<file path="config.mk">
export PLATFORM = sky130hd
export DESIGN_NAME = seg_scan_ctrl_flat
export DESIGN_NICKNAME = d
export VERILOG_FILES = /design/src/rtl/seg_pkg.sv /design/src/rtl/seg_scan_ctrl_if.sv /design/src/rtl/seg_tick_gen.sv /design/src/rtl/seg_scan_ctrl.sv /design/src/flat_wrapper.sv
export SDC_FILE = /design/constraint.sdc
export NUM_CORES = 1
export LEC_CHECK = 0
export ABC_CLOCK_PERIOD_IN_PS = 2300
export CORE_ASPECT_RATIO = 0.7
export CORE_MARGIN = 2
export CORE_UTILIZATION = 40
export CTS_CLUSTER_DIAMETER = 60
export DETAILED_ROUTE_END_ITERATION = 12
export HOLD_SLACK_MARGIN = 0.12
export PLACE_DENSITY = 0.68
export SETUP_SLACK_MARGIN = 0.2
export SYNTH_ARGS = -nofsm -noshare
export SYNTH_HDL_FRONTEND = slang
export SYNTH_SLANG_ARGS = --single-unit
</file>
<file path="constraint.sdc">
create_clock -name clk_100MHz -period 2.3 [get_ports clk_100MHz]
set_input_delay 0.345 -clock clk_100MHz [delete_from_list [all_inputs] [get_ports clk_100MHz]]
set_output_delay 0.345 -clock clk_100MHz [all_outputs]
set_load 0.01 [all_outputs]
</file>
<file path="src/rtl/seg_pkg.sv">
// Shared types and constants for the 4-digit 7-segment scan path.
package seg_pkg;

   localparam int         DIGITS  = 4;
   localparam logic [3:0] SEL_OFF = 4'b1111;

   typedef logic [3:0] nibble_t;
   typedef logic [1:0] dptr_t;

   // Active-low one-hot select for digit p.
   function automatic logic [3:0] sel_of(input dptr_t p);
      return ~(4'b0001 << p);
   endfunction

   function automatic nibble_t nibble_at(input logic [15:0] v, input dptr_t p);
      nibble_t n;
      case (p)
         2'd0:    n = v[3:0];
         2'd1:    n = v[7:4];
         2'd2:    n = v[11:8];
         default: n = v[15:12];
      endcase
      return n;
   endfunction

endpackage

</file>
<file path="src/rtl/seg_scan_ctrl_if.sv">
// Value handshake between a producer and the display scan stage.
interface seg_scan_ctrl_if;

   logic [15:0] value;
   logic        value_vld;
   logic        value_rdy;

   modport master (output value, output value_vld, input  value_rdy);
   modport slave  (input  value, input  value_vld, output value_rdy);

endinterface

</file>
<file path="src/rtl/seg_tick_gen.sv">
// Divides the system clock down to a one-cycle scan tick every CLK_HZ/SCAN_HZ cycles.
module seg_tick_gen #(
   parameter int CLK_HZ  = 100_000_000,
   parameter int SCAN_HZ = 1_000
) (
   input  logic clk_100MHz,
   input  logic rst,
   output logic tick
);

   localparam int DIV = CLK_HZ / SCAN_HZ;
   localparam int CW  = $clog2(DIV);
   localparam logic [CW-1:0] LAST = CW'(DIV - 1);

   logic [CW-1:0] tick_cnt;

   // NOTE: sequential state is assigned with <= so every register samples pre-edge values.
   always_ff @(posedge clk_100MHz) begin
      if (!rst)                 tick_cnt <= '0;
      else if (tick_cnt == LAST) tick_cnt <= '0;
      else                      tick_cnt <= tick_cnt + CW'(1);
   end

   assign tick = (tick_cnt == LAST);

endmodule

</file>
<file path="src/rtl/seg_scan_ctrl.sv">
// Digit scan stage: frame-aligned value commit, pointer stepping and anode select.
// Optional LEADING_ZERO_BLANK_EN turns off leading zero digits (digit 0 always shown).
module seg_scan_ctrl
   import seg_pkg::*;
#(
   parameter int CLK_HZ  = 100_000_000,
   parameter int SCAN_HZ = 1_000
) (
   input  logic             clk_100MHz,
   input  logic             rst,
   seg_scan_ctrl_if.slave   value_if,
   input  logic             blank,
   output nibble_t          digit_code,
   output logic [3:0]       seg_sel,
   output logic             frame_done
);

   logic        tick;
   dptr_t       digit_ptr;
   dptr_t       ptr_nxt;
   logic [15:0] shadow;
   logic [15:0] shadow_nxt;
   logic [15:0] pending;
   logic        pending_full;
   logic        accept;
   logic        wrap;
   logic        commit;
   logic [3:0]  lz_mask;

   seg_tick_gen #(
      .CLK_HZ  (CLK_HZ),
      .SCAN_HZ (SCAN_HZ)
   ) u_tick (
      .clk_100MHz (clk_100MHz),
      .rst        (rst),
      .tick       (tick)
   );

   assign value_if.value_rdy = ~pending_full;
   assign accept             = value_if.value_vld & ~pending_full;
   assign wrap               = tick && (digit_ptr == 2'd3);
   // Commit looks only at the pending register held before this edge, so a value
   // accepted on the wrap edge itself waits for the following frame.
   assign commit             = wrap && pending_full;

   // NOTE: every always_comb output gets a default first so no latch is inferred.
   always_comb begin
      ptr_nxt    = digit_ptr;
      shadow_nxt = shadow;
      if (tick)   ptr_nxt    = digit_ptr + 2'd1;
      if (commit) shadow_nxt = pending;
   end

`ifdef LEADING_ZERO_BLANK_EN
   always_comb begin
      lz_mask    = '0;
      lz_mask[3] = (shadow_nxt[15:12] == 4'h0);
      lz_mask[2] = lz_mask[3] && (shadow_nxt[11:8] == 4'h0);
      lz_mask[1] = lz_mask[2] && (shadow_nxt[7:4]  == 4'h0);
   end
`else
   assign lz_mask = '0;
`endif

   always_ff @(posedge clk_100MHz) begin
      if (!rst) begin
         digit_ptr    <= '0;
         shadow       <= '0;
         pending      <= '0;
         pending_full <= 1'b0;
      end else begin
         digit_ptr <= ptr_nxt;
         shadow    <= shadow_nxt;
         if (accept) begin
            pending      <= value_if.value;
            pending_full <= 1'b1;
         end else if (commit) begin
            pending_full <= 1'b0;
         end
      end
   end

   // Select is refreshed every cycle so blank acts on the next edge; it only
   // changes digit position when the pointer does.
   always_ff @(posedge clk_100MHz) begin
      if (!rst) begin
         digit_code <= 4'h0;
         seg_sel    <= SEL_OFF;
         frame_done <= 1'b0;
      end else begin
         frame_done <= wrap;
         if (tick) digit_code <= nibble_at(shadow_nxt, ptr_nxt);
         seg_sel <= blank ? SEL_OFF : (sel_of(ptr_nxt) | lz_mask);
      end
   end

endmodule

</file>
<file path="src/flat_wrapper.sv">
// flat-port wrapper written by rule: the top's interface ports become plain ports
module seg_scan_ctrl_flat import seg_pkg::*;
#(
   parameter int CLK_HZ  = 100_000_000,
   parameter int SCAN_HZ = 1_000
)
  (clk_100MHz, rst, blank, digit_code, seg_sel, frame_done, value_if_value, value_if_value_vld, value_if_value_rdy);
  seg_scan_ctrl_if value_if_i ();
  input  logic clk_100MHz;
  input  logic rst;
  input  logic blank;
  output nibble_t digit_code;
  output logic [3:0] seg_sel;
  output logic frame_done;
  input wire logic [$bits(value_if_i.value)-1:0] value_if_value;
  input wire logic [$bits(value_if_i.value_vld)-1:0] value_if_value_vld;
  output wire logic [$bits(value_if_i.value_rdy)-1:0] value_if_value_rdy;
  assign value_if_i.value = value_if_value;
  assign value_if_i.value_vld = value_if_value_vld;
  assign value_if_value_rdy = value_if_i.value_rdy;
  seg_scan_ctrl #(.CLK_HZ(CLK_HZ), .SCAN_HZ(SCAN_HZ)) u_core (.clk_100MHz(clk_100MHz), .rst(rst), .value_if(value_if_i), .blank(blank), .digit_code(digit_code), .seg_sel(seg_sel), .frame_done(frame_done));
endmodule
</file>
==> results <==
- The run finished with clean final reports.
- The cell taking the most area after synthesis is dfxtp_1.
- In the post-synthesis netlist, the cell with the most instances is dfxtp_1.
- The pin count of the biggest net entering global routing is 25.
- The fraction of power consumed by sequential logic is approximately 51%.
- The data required time of the worst path is between 2 and 3 ns.
- The startpoint type of the worst setup path is a flip-flop.
- After synthesis the netlist holds a flip-flop and latch count of a little over 60.
- The number of DRC markers in iteration 0 is between 60 and 70.
- The net count after synthesis is between 200 and 300.
- The share of Yosys cell area claimed by the top area cell type is 47.8%.
- Buffers placed on the I/O ports in this run total 29.
- Of all nets on the critical path, the largest fanout is 11.
- The clock network latency to the later pin of the worst-skew pair is around 0.33 ns.
- For this run the aggregate overflow at the end of global routing stands at 0.
- The number of nets in the finished design is ~330.
- The H-tree was split into 3 levels.
- For this design the static power due to leakage is between 0.001 and 0.0015 µW.
- The tightest slew margin relative to the limit is 60.8%.
- The internal power summed over all cells is between 1500 and 2000 µW.
- Compared with the post-synthesis result, the final layout area differs by 26.9%.
- The number of hold-slack violations in the final timing report was 0.
- The fraction of power spent switching nets is 20.4%.
- The via count is between 1500 and 2000.
- The total power divided by cell area is 665 mW/mm².
- The clock sink total is 61.
- The finished layout cell area is 0.00324 mm².
- The via count of the first global-routing pass was a little under 2000.
- The number of buffers between clock root and the deepest sink is 2.
- The number of slew-limit violations in the final report is 0.
- The achievable frequency is about 500 MHz.
- A synthesized cell averages between 9 and 10 µm².
- The number of antenna repair diodes is 0.
- Yosys printed 0 warnings.
- In this run the standard cell core region covers roughly 0.0062 mm².
- By count the netlist is led by dfxtp_1 (61), nand2_1 (49), nor2_1 (21).
- The cell type of the slowest stage on the worst timing path is dfxtp_2.
- The largest single stage delay on the critical path is between 0.3 and 0.4 ns.
- The width of the die is 99.5 µm.
- The critical path in this run is classified as reg2reg.
- The number of antenna violations at the first check in global routing came to 0.
- The chip height is roughly 70 µm.
- The synthesized design contains 0 enable-type register cells.
- The cell family contributing the most delay on the critical path is simple AND/OR/NAND/NOR gates.
- The switching power of the nets is around 440 µW.
- Data arrives at the worst endpoint at about 2.2 ns.
- The power share of the combinational group is 4.8%.
- The number of buffer and inverter stages on the critical path is 1.
- Counting distinct cell types in the post-synthesis netlist gives 40.
- Walking the worst path, the cells encountered are ha_4, and4_4, nand4_4, buf_6, mux2_4, nor2_4, a22o_1, o21ai_1.
- For this run, design rule violations remaining after detail routing come to 0.
- The type of destination of the critical path is a flip-flop.
- Summing the sequential cell areas from Yosys gives a little under half of the chip area.
- Setup violations remaining at the end of the flow were counted as 0.
- The per-cell routed wire length is around 14 µm.
- Dividing the detail-routed via count by the number of cells gives between 5 and 6.
- The summed negative setup slack over all endpoints is 0 ns.
- The time the worst path needs with I/O delays and setup is around 2 ns.
- The share of layout cells above drive strength 1 is ~16%.
- The routed design has 5.45 mm of wire.
- Of the available clock period, the critical path in the final layout requires 87.0%.
- The total iterations of the first detailed-routing run is 6.
- Max-cap violations in this run came to 0.
- The first global-routing pass estimated around 9.5 mm of wire.
- After synthesis, the cell types taking the most area are dfxtp_1 (48%), nand2_1 (7.2%), a21boi_0 (5.3%), mux2i_1 (3.9%), nor2_1 (3.1%).
- The cell count after synthesis came out at 270.
- Once detail routing completed, the nets flagged for antenna violations numbered 0.
- The clock network burns between 40 and 50% of the power.
- The boundary pin count is 30.
- Routability-driven placement finished with a final weighted congestion of 0.848.
- The clock tree root buffer cell is clkbuf_8.
- The number of hold buffers added after CTS is 0.
- Between clock sinks in the finished design, the worst skew comes to approximately 0.0062 ns.
- Setup repair after global routing left no endpoint under its margin.
- The synthesized cell area is approximately 0.0026 mm².
- Clock-pin slew was measured on the worst setup and hold paths at approximately 0.060 ns.
- The half-perimeter wire length after detailed placement is about 4 mm.
- For this run, the total global-route usage over all layers was measured as approximately 17%.
- In this run the cell area measured after placement is approximately 0.0029 mm².
- The full die area is a little over 0.007 mm².
- The floorplan has 24 rows.
- TritonCTS built the clock tree.
- The class of the most critical hold timing path is reg2reg.
- At the pin with the least slew margin, the transition time is ~0.58 ns.
- For this run, asynchronously set or reset flops after synthesis account for 0%.
- The initial standard-cell utilization of the core is between 40 and 50%.
- Clock tree synthesis inserted a total of 9 buffers.
- The most used flip-flop cell after synthesis is dfxtp_1.
- Across the VDD grid, the largest voltage drop is roughly 310 µV.
==> cell type report <==
cell class,count,area [µm²]
clock buffers,13,169
clock inverters,1,30.0
fillers,559,2950
inverters,1,3.75
multi-input cells,197,1360
flip-flops and latches,61,1230
well taps,78,97.6
repair buffers,37,358
==> worst paths after layout <==
check	startpoint	to	slack (ns)	depth (start not counted)
max	u_core.u_tick.tick_cnt[0]	u_core.digit_code[2]	0.30	8
min	u_core.digit_code[0]	u_core.digit_code[0]	0.45	2
max reg2reg	u_core.u_tick.tick_cnt[0]	u_core.digit_code[2]	0.30	8
min reg2reg	u_core.digit_code[0]	u_core.digit_code[0]	0.45	2
==> metal layers <==
| metal | routed length (µm) | GRT usage [%] | share of wire, % |
|---|---|---|---|
| met4 | 133 | 7.61 | 2.4 |
| met3 | 238 | 6.52 | 4.4 |
| met2 | 2350 | 24.1 | 43 |
| met1 | 2730 | 23.8 | 50 |
| met5 | 0 | 0 | 0 |
==> state kept, by name, summed over array words and instances, names as in the netlist <==
name	cells
u_core.u_tick.tick_cnt	17
u_core.shadow	16
u_core.pending_full	1
u_core.frame_done	1
u_core.digit_code	4
u_core.seg_sel	4
u_core.pending	16
u_core.digit_ptr	2
==> cell families after synthesis <==
group / after synthesis / synth area share (%)
buffers and inverters: 12 / 2.65
AND/OR/NAND/NOR: 124 / 25.2
flip-flops: 61 / 47.8
multiplexers: 16 / 6.66
XOR/XNOR: 16 / 5.49
AO/OA/AOI/OAI: 39 / 11.2
adder cells (fa/ha/maj): 2 / 0.980
==> cell usage in the layout, fill, tap and decap left out, types with 8 or more instances in the layout <==
cell and instances:
dfxtp_1 57, nand2_1 49, clkdlybuf4s50_1 29, nor2_1 20, a21boi_0 18, nor2b_1 12
clkbuf_8 12, mux2i_1 10, nand3_1 9, xor2_1 8
==> power by group through the flow <==
stage	clock network (µW)	registers (µW)	logic, µW
floorplan	0	1110	51.5
global placement	0	1120	105
detailed placement	0	1120	105
CTS	978	1100	106
global route	1030	1100	119
finish	952	1100	104
==> metrics by stage <==
stage          util [%]  std cells  power (µW)  setup WS, ns  hold slack (ns)
2_1_floorplan         -        270        1170         0.294            0.430
3_3_place_gp       47.4        373        1220         0.202            0.446
3_5_place_dp       47.4        373        1220        0.0931            0.446
4_1_cts            50.9        387        2180         0.214            0.439
5_1_grt            52.4        388        2250         0.221            0.481
6_report           52.4        388        2150         0.299            0.453
==> worst min-delay path: cells and delay by family (launching register included) <==
| family | cells | cell delay [ns] |
|---|---|---|
| AO/OA/AOI/OAI | 1 | 0.05 |
| flip-flops | 1 | 0.31 |
| AND/OR/NAND/NOR | 1 | 0.05 |
==> what timing repair did <==
action / 4_1_cts / 5_1_grt
gates resized for setup: 6 / 17
setup buffers: 0 / 1
gates cloned: 0 / 0
pin swaps: 0 / 1
endpoints found under the setup margin: 4 / 4
(Power assumes the default switching activity.)
